### src/rtl/frame_sync_deserializer.sv
// rtl/frame_sync_deserializer.sv - framed serial-to-parallel front end with sync hunt, verify and flywheel lock
//
// Purpose:
//   Hunts the serial bit stream for SYNC_WORD, confirms the frame alignment on
//   LOCK_COUNT further correctly placed syncs, then emits each payload word with
//   a one-cycle ready strobe. While locked, up to MISS_LIMIT-1 consecutive bad
//   syncs are tolerated on frame timing; MISS_LIMIT consecutive misses drop lock.
//
// Ports:
//   clkA        in   1  system clock, rising edge
//   reset       in   1  asynchronous active-high reset
//   i_enable    in   1  bit-valid qualifier for i_data
//   i_data      in   1  serial input bit, MSB of each word first
//   o_data      out  N  last completed payload word (held between strobes)
//   o_ready     out  1  one-cycle strobe, o_data updated
//   o_locked    out  1  frame alignment locked
//   o_sync_err  out  1  one-cycle pulse, sync mismatch while locked

module frame_sync_deserializer #(
    parameter int             N             = 8,
    parameter logic [N-1:0]   SYNC_WORD     = 8'hB8,
    parameter int             PAYLOAD_WORDS = 4,
    parameter int             LOCK_COUNT    = 2,
    parameter int             MISS_LIMIT    = 3
) (
    input  logic         clkA,
    input  logic         reset,
    input  logic         i_enable,
    input  logic         i_data,
    output logic [N-1:0] o_data,
    output logic         o_ready,
    output logic         o_locked,
    output logic         o_sync_err
);

    // Frame position is kept as (word index, bit index within word). Words
    // 0..PAYLOAD_WORDS-1 are payload, word PAYLOAD_WORDS is the sync word.
    localparam int BW = (N > 1) ? $clog2(N) : 1;
    localparam int WW = $clog2(PAYLOAD_WORDS + 1);
    localparam int CW = $clog2(LOCK_COUNT + 1);
    localparam int MW = $clog2(MISS_LIMIT + 1);

    localparam logic [BW-1:0] LAST_BIT  = BW'(N - 1);
    localparam logic [WW-1:0] SYNC_IDX  = WW'(PAYLOAD_WORDS);
    localparam logic [CW-1:0] CONF_DONE = CW'(LOCK_COUNT);
    localparam logic [MW-1:0] MISS_DONE = MW'(MISS_LIMIT);

    typedef enum logic [1:0] {
        ST_HUNT   = 2'd0,
        ST_VERIFY = 2'd1,
        ST_LOCKED = 2'd2
    } state_t;

    state_t         state_q, state_d;
    logic [N-1:0]   sr_q, sr_d;
    logic [BW-1:0]  bit_q, bit_d;
    logic [WW-1:0]  word_q, word_d;
    logic [CW-1:0]  conf_q, conf_d;
    logic [MW-1:0]  miss_q, miss_d;
    logic [N-1:0]   data_q, data_d;
    logic           ready_q, ready_d;
    logic           err_q, err_d;

    logic [N-1:0]   cand;
    logic           last_bit;
    logic           at_sync;
    logic           sync_ok;

    always_ff @(posedge clkA or posedge reset) begin
        if (reset) begin
            state_q <= ST_HUNT;
            sr_q    <= '0;
            bit_q   <= '0;
            word_q  <= '0;
            conf_q  <= '0;
            miss_q  <= '0;
            data_q  <= '0;
            ready_q <= 1'b0;
            err_q   <= 1'b0;
        end else begin
            state_q <= state_d;
            sr_q    <= sr_d;
            bit_q   <= bit_d;
            word_q  <= word_d;
            conf_q  <= conf_d;
            miss_q  <= miss_d;
            data_q  <= data_d;
            ready_q <= ready_d;
            err_q   <= err_d;
        end
    end

    always_comb begin
        state_d  = state_q;
        sr_d     = sr_q;
        bit_d    = bit_q;
        word_d   = word_q;
        conf_d   = conf_q;
        miss_d   = miss_q;
        data_d   = data_q;
        ready_d  = 1'b0;
        err_d    = 1'b0;

        // cand is the word ending with the bit being sampled on this edge.
        cand     = {sr_q[N-2:0], i_data};
        last_bit = (bit_q == LAST_BIT);
        at_sync  = last_bit && (word_q == SYNC_IDX);
        sync_ok  = (cand == SYNC_WORD);

        if (i_enable) begin
            sr_d = cand;

            if (last_bit) begin
                bit_d  = '0;
                word_d = at_sync ? '0 : word_q + WW'(1);
            end else begin
                bit_d  = bit_q + BW'(1);
            end

            unique case (state_q)
                ST_HUNT: begin
                    if (sync_ok) begin
                        // Next enabled bit is payload bit 0 of this frame.
                        state_d = ST_VERIFY;
                        bit_d   = '0;
                        word_d  = '0;
                        conf_d  = '0;
                    end
                end
                ST_VERIFY: begin
                    if (at_sync) begin
                        if (sync_ok) begin
                            conf_d = conf_q + CW'(1);
                            if (conf_q + CW'(1) == CONF_DONE) begin
                                state_d = ST_LOCKED;
                                miss_d  = '0;
                            end
                        end else begin
                            state_d = ST_HUNT;
                        end
                    end
                end
                ST_LOCKED: begin
                    if (at_sync) begin
                        if (sync_ok) begin
                            miss_d = '0;
                        end else begin
                            err_d  = 1'b1;
                            miss_d = miss_q + MW'(1);
                            if (miss_q + MW'(1) == MISS_DONE) begin
                                state_d = ST_HUNT;
                            end
                        end
                    end else if (last_bit) begin
                        ready_d = 1'b1;
                        data_d  = cand;
                    end
                end
                default: state_d = ST_HUNT;
            endcase
        end
    end

    assign o_data     = data_q;
    assign o_ready    = ready_q;
    assign o_locked   = (state_q == ST_LOCKED);
    assign o_sync_err = err_q;

endmodule

### config.mk
export PLATFORM = sky130hd
export DESIGN_NAME = frame_sync_deserializer
export DESIGN_NICKNAME = d
export VERILOG_FILES = /design/src/rtl/frame_sync_deserializer.sv
export SDC_FILE = /design/constraint.sdc
export NUM_CORES = 1
export LEC_CHECK = 0
export BUFFER_PORTS_ARGS = -buffer_cell sky130_fd_sc_hd__buf_2
export CAP_MARGIN = 30
export CORE_MARGIN = 2
export CORE_UTILIZATION = 40
export DETAILED_ROUTE_END_ITERATION = 16
export HOLD_SLACK_MARGIN = 0.12
export PLACE_DENSITY = 0.57
export SLEW_MARGIN = 10
export SYNTH_ARGS = -nofsm -noshare
export SYNTH_HDL_FRONTEND = slang
export SYNTH_SLANG_ARGS = --single-unit
### constraint.sdc
create_clock -name clkA -period 2.05 [get_ports clkA]
set_input_delay 0.41 -clock clkA [delete_from_list [all_inputs] [get_ports clkA]]
set_output_delay 0.41 -clock clkA [all_outputs]
set_load 0.01 [all_outputs]
=== Yosys cells after proc, flatten, opt, wreduce, memory -nomap -nowiden ===
Cells that the tools add are included.

* Output and inout port bits: 11
* Logic and storage cells: 70
* Register bits after elaboration: 29
* Bits of input ports: 4

* Muxes and demuxes: 33
* Bitwise gates (word level): 1
* $add $sub $neg: 4
* Reduce and logical (&&, ||, !) cells: 8
* Eq/ne operators: 15

{| class="wikitable"
|+ Operators with widths
! cell !! number
|-
| $mux W2 || 15
|-
| $mux W3 || 7
|-
| $ne A2 B2 Y1 const B || 5
|-
| $eq A8 B8 Y1 const B || 1
|-
| $mux W1 || 8
|-
| $pmux W2 S2 || 2
|-
| $reduce_and A7 Y1 || 1
|-
| $add A3 B1 Y3 const B || 2
|-
| $eq A2 B2 Y1 const B || 3
|-
| $eq A3 B3 Y1 const B || 2
|-
| $pmux W2 S3 || 1
|-
| $reduce_and A6 Y1 || 1
|-
| $reduce_and A5 Y1 || 1
|-
| $add A2 B1 Y2 const B || 2
|-
| $ne A2 B1 Y1 const B || 2
|-
| $reduce_and A4 Y1 || 1
|-
| $reduce_bool A2 Y1 || 2
|-
| $ne A3 B3 Y1 const B || 1
|-
| $eq A2 B1 Y1 const B || 1
|-
| $logic_not A2 Y1 || 1
|-
| $logic_and A1 B1 Y1 || 1
|-
| $not A1 Y1 || 1
|}

=== Depth between registers and ports, before layout ===
* Depth in word-level cells: 6
* Gate-level depth with buffers: 7
* Mapped depth without buffers: 6

=== Worst setup path before layout ===
No wires, ideal clock.

* Path kind: input to register
* From: input port i_data
* To: register conf_q[0]
* Required time: 1,925 ps
* Setup slack: 172 ps
* Setup time: 125 ps
* Arrival time: 1,754 ps
* Stages: 4
* Buffers on the path: 0
* Cells stage by stage: or4b_4 -> or2_4 -> nor3_4 -> mux2_2

* Longest elaborated chain between the ends: 3
* Elaborated cells between the ends (all ways): 4
* Classes of those cells: 3 x eq/ne; 1 x reduce/logical

{| class="wikitable"
|+ Ends and longest elaborated chain
! item !! line !! source
|-
| start, declared || 29 || <nowiki>input logic i_data,</nowiki>
|-
| $eq A8 B8 Y1 (*) || 108 || <nowiki>sync_ok = (cand == SYNC_WORD);</nowiki>
|-
| $ne A2 B2 Y1 (no source line) || - ||
|-
| $reduce_and A5 Y1 (no source line) (*) || - ||
|-
| end signal, assigned || 85 || <nowiki>conf_q <= conf_d;</nowiki>
|-
| end, declared || 58 || <nowiki>logic [CW-1:0] conf_q, conf_d;</nowiki>
|}

Every way passes the cells marked *; elsewhere a longest branch is shown, timed or not.
A chain may end at the register's enable or synchronous reset.

=== Worst setup path after layout ===
* From: register sr_q[0]
* To: register conf_q[0]

* Longest elaborated chain between the ends: 3
* Elaborated cells between the ends (all ways): 4
* Classes of those cells: 3 x eq/ne; 1 x reduce/logical

{| class="wikitable"
|+ Ends and longest elaborated chain
! item !! line !! source
|-
| start, declared || 55 || <nowiki>logic [N-1:0] sr_q, sr_d;</nowiki>
|-
| start signal, assigned || 82 || <nowiki>sr_q <= sr_d;</nowiki>
|-
| $eq A8 B8 Y1 (*) || 108 ||
|-
| $ne A2 B2 Y1 (no source line) || - ||
|-
| $reduce_and A5 Y1 (no source line) (*) || - ||
|}

Marks and branches as above.

==> metrics.md <==
| Metric | Value |
|---|---|
| Status | `complete, no violations` |
| Die area | `~0.0038 sq mm` |
| CTS tree | `done` |
| Synth warn | `0` |
| Fraction of layout cells with a size suffix above 1 | `0.394` |
| Initial Util | `0.427` |
| Commonest non-fill, non-tap cell in the layout | `dfrtp_1` |
| Pre-Repair DR Iteration Count | `4` |
| Max-slew violations | `0` |
| Slowest stage delay, CP | `0.57 ns` |
| Reg2reg start | `sr_q[0]$_DFFE_PP0P_` |
| Vias | `~900` |
| CTS Buffer Depth | `2` |
| Setup bufs post-CTS | `0` |
| Register area | `between 700 and 800 sq um` |
| Largest net degree at the start of global routing | `30` |
| FF-to-FF path depth | `4` |
| Core box area | `~0.0031 sq mm` |
| Sequential-to-total area share from yosys stat | `0.543` |
| Most frequent cells in the layout | `dfrtp_1 (29), mux2_2 (18), buf_2 (14)` |
| Hold_buf cts | `0` |
| Cell-internal power | `1.10 mW` |
| Vias in the first global route | `approximately 870` |
| Arr. time, crit path | `2.12 ns` |
| GP Congestion | `roughly 0.8` |
| Layout Utilization | `0.500` |
| Final Net Count | `between 100 and 150` |
| Hold Violations, Final | `0` |
| Pleak | `about 0.79 nW` |
| Fmax | `~520 MHz` |
| Die height | `between 60 and 70 microns` |
| Ant diodes | `0` |
| PostCTS Resize Cnt | `0` |
| Required @ worst endpoint | `2.26 ns` |
| Vias/cell | `~5.1` |
| Yosys reg bits | `29` |
| Max-Cap Viols | `0` |
| Tcrit/Tclk final | `0.931` |
| Pwr per Cell Area | `994 mW/mm^2` |
| Mapped Area | `0.00134 sq mm` |
| Startpoint types | `flop` |
| Async set-reset flop share out of synthesis | `1.00` |
| Post-synth EDFFs | `0` |
| First-pass GRT wire length | `roughly 3800 microns` |
| Mean post-synth cell area | `12.5 sq um` |
| Port bufs | `14` |
| FILL cells | `288` |
| FP Rows | `20` |
| Worst hold-check path type | `in -> async` |
| H-tree depth | `2` |
| Synth cell types | `31` |
| Post-route minimum period | `1.91 ns` |
| Power share of the clock group | `0.249` |
| HPWL after detailed placement | `around 1700 microns` |
| Worst Tran Pin Value | `around 0.36 ns` |
| Gr usage total | `0.143` |
| Reg2reg setup slack | `about 0.14 ns` |
| Post-DRT Antenna Nets | `0` |
| Crit path max fanout | `4` |
| Die W | `~60 microns` |
| Net Sw Frac | `0.292` |
| Critical path cell sequence | `or4b_4 > or2_4 > nor3_4 > mux2_2` |
| Routed len/inst | `roughly 13 microns` |
| Root buffer cell | `clkbuf_4` |
| Clock skew | `a little under 0.01 ns` |
| RSZ-0062 raised after global routing | `no` |
| Place WS | `0.0554 ns` |
| Comb pwr share | `0.243` |
| Worst VDD drop | `a little under 0.0006 V` |
| Worst setup EP type | `flop` |
| GRT overflow | `0` |
| Cell count after synthesis | `around 110` |
| CTS sink count | `29` |
| Mapped Nets | `about 120` |
| DRC Markers | `0` |
| Initial antenna violation count | `0` |
| Crit path setup slack, layout | `between 0.1 and 0.15 ns` |
| Worst-path clk slew | `~0.090 ns` |
| Multi-input logic area | `562 sq um` |
| Inserted Clock Buffers | `5` |
| 1st-iter DRT viols | `32` |
| R2R Path End | `conf_q[0]$_DFFE_PP0P_` |
| NetSw | `454 uW` |
| Ys flop type | `dfrtp_1` |
| Final setup vio count | `0` |
| Fin Setup TNS | `0 ns` |
| Headroom to the max-slew limit | `0.758` |
| Top-Level Pins | `15` |
| Layout area overhead | `17.1%` |
| Setup CP Type | `reg -> reg` |
| Final wirelength | `~2200 microns` |
| Crit-path slowest cell | `or4b_4` |
| Sequential power share | `0.508` |
| Clock Latency Late Sink | `between 0.3 and 0.4 ns` |
## registers in the layout (all words and copies together) (netlist names)
register,flops
o_data,8
sr_q,7
bit_q,3
word_q,3
conf_q,2
miss_q,2
state_q,2
o_ready,1
o_sync_err,1
## cells in the mapped netlist, drive strengths merged (4+ instances only)
master	n	area share
inv	10	0.028
nand2	6	0.017
o21ai	4	0.015
nor2	4	0.011
a22o	4	0.026
mux2	18	0.15
ha	6	0.056
dfrtp	29	0.54
## per-stage QoR
step	cells	hold slack, ns	area, sq um	power [mW]
CTS	176	0.135	1570	1.59
finish	176	0.132	1570	1.56
floorplan	107	0.462	1340	1.07
global placement	168	0.480	1500	1.17
global route	176	0.172	1570	1.68
detailed placement	168	0.488	1500	1.19
## power by group through the flow
stage	Combinational, mW	Clock (mW)	Sequential [mW]
2_1_floorplan	0.273	0	0.799
3_5_place_dp	0.384	0	0.805
3_3_place_gp	0.368	0	0.800
4_1_cts	0.386	0.406	0.793
6_report	0.378	0.388	0.791
5_1_grt	0.432	0.430	0.815
## final cells by class
class,instances,share of cell area
inverters,10,0.0240
clock buffers,7,0.0416
flip-flops and latches,29,0.464
well taps,44,0.0352
repair buffers,20,0.0735
clock inverters,1,0.00320
multi-input cells,65,0.359
## worst max-delay path by stage
stage / startpoint / endpoint / slack [ns] / cells after the start
floorplan: i_data / conf_q[0]$_DFFE_PP0P_ / 0.17 / 4
global placement: i_data / conf_q[0]$_DFFE_PP0P_ / 0.07 / 5
detailed placement: i_data / conf_q[0]$_DFFE_PP0P_ / 0.06 / 5
CTS: sr_q[0]$_DFFE_PP0P_ / conf_q[0]$_DFFE_PP0P_ / 0.14 / 4
global route: sr_q[0]$_DFFE_PP0P_ / conf_q[0]$_DFFE_PP0P_ / 0.06 / 4
finish: sr_q[0]$_DFFE_PP0P_ / conf_q[0]$_DFFE_PP0P_ / 0.14 / 4
## routing by layer
layer,vias to the layer above,wire length (microns),GRT usage
li1,433,-,-
met4,0,53,0.0729
met2,13,1080,0.229
met1,444,999,0.168
met3,6,91,0.0559
met5,-,0,0
## worst max-delay path: cells and delay by family (launching register included)
| kind | cells | cell delay [ns] |
|---|---|---|
| DFF | 1 | 0.42 |
| muxes | 1 | 0.34 |
| and+or+nand+nor | 3 | 1.03 |
## cell families after synthesis
family                   after synthesis  synth area share
AO/OA/AOI/OAI                         15            0.0852
adder cells (fa/ha/maj)                6            0.0562
buffers and inverters                 13            0.0365
flip-flops                            29             0.543
multiplexers                          19             0.159
AND/OR/NAND/NOR                       25             0.120
Power figures use the tool's default switching activity.
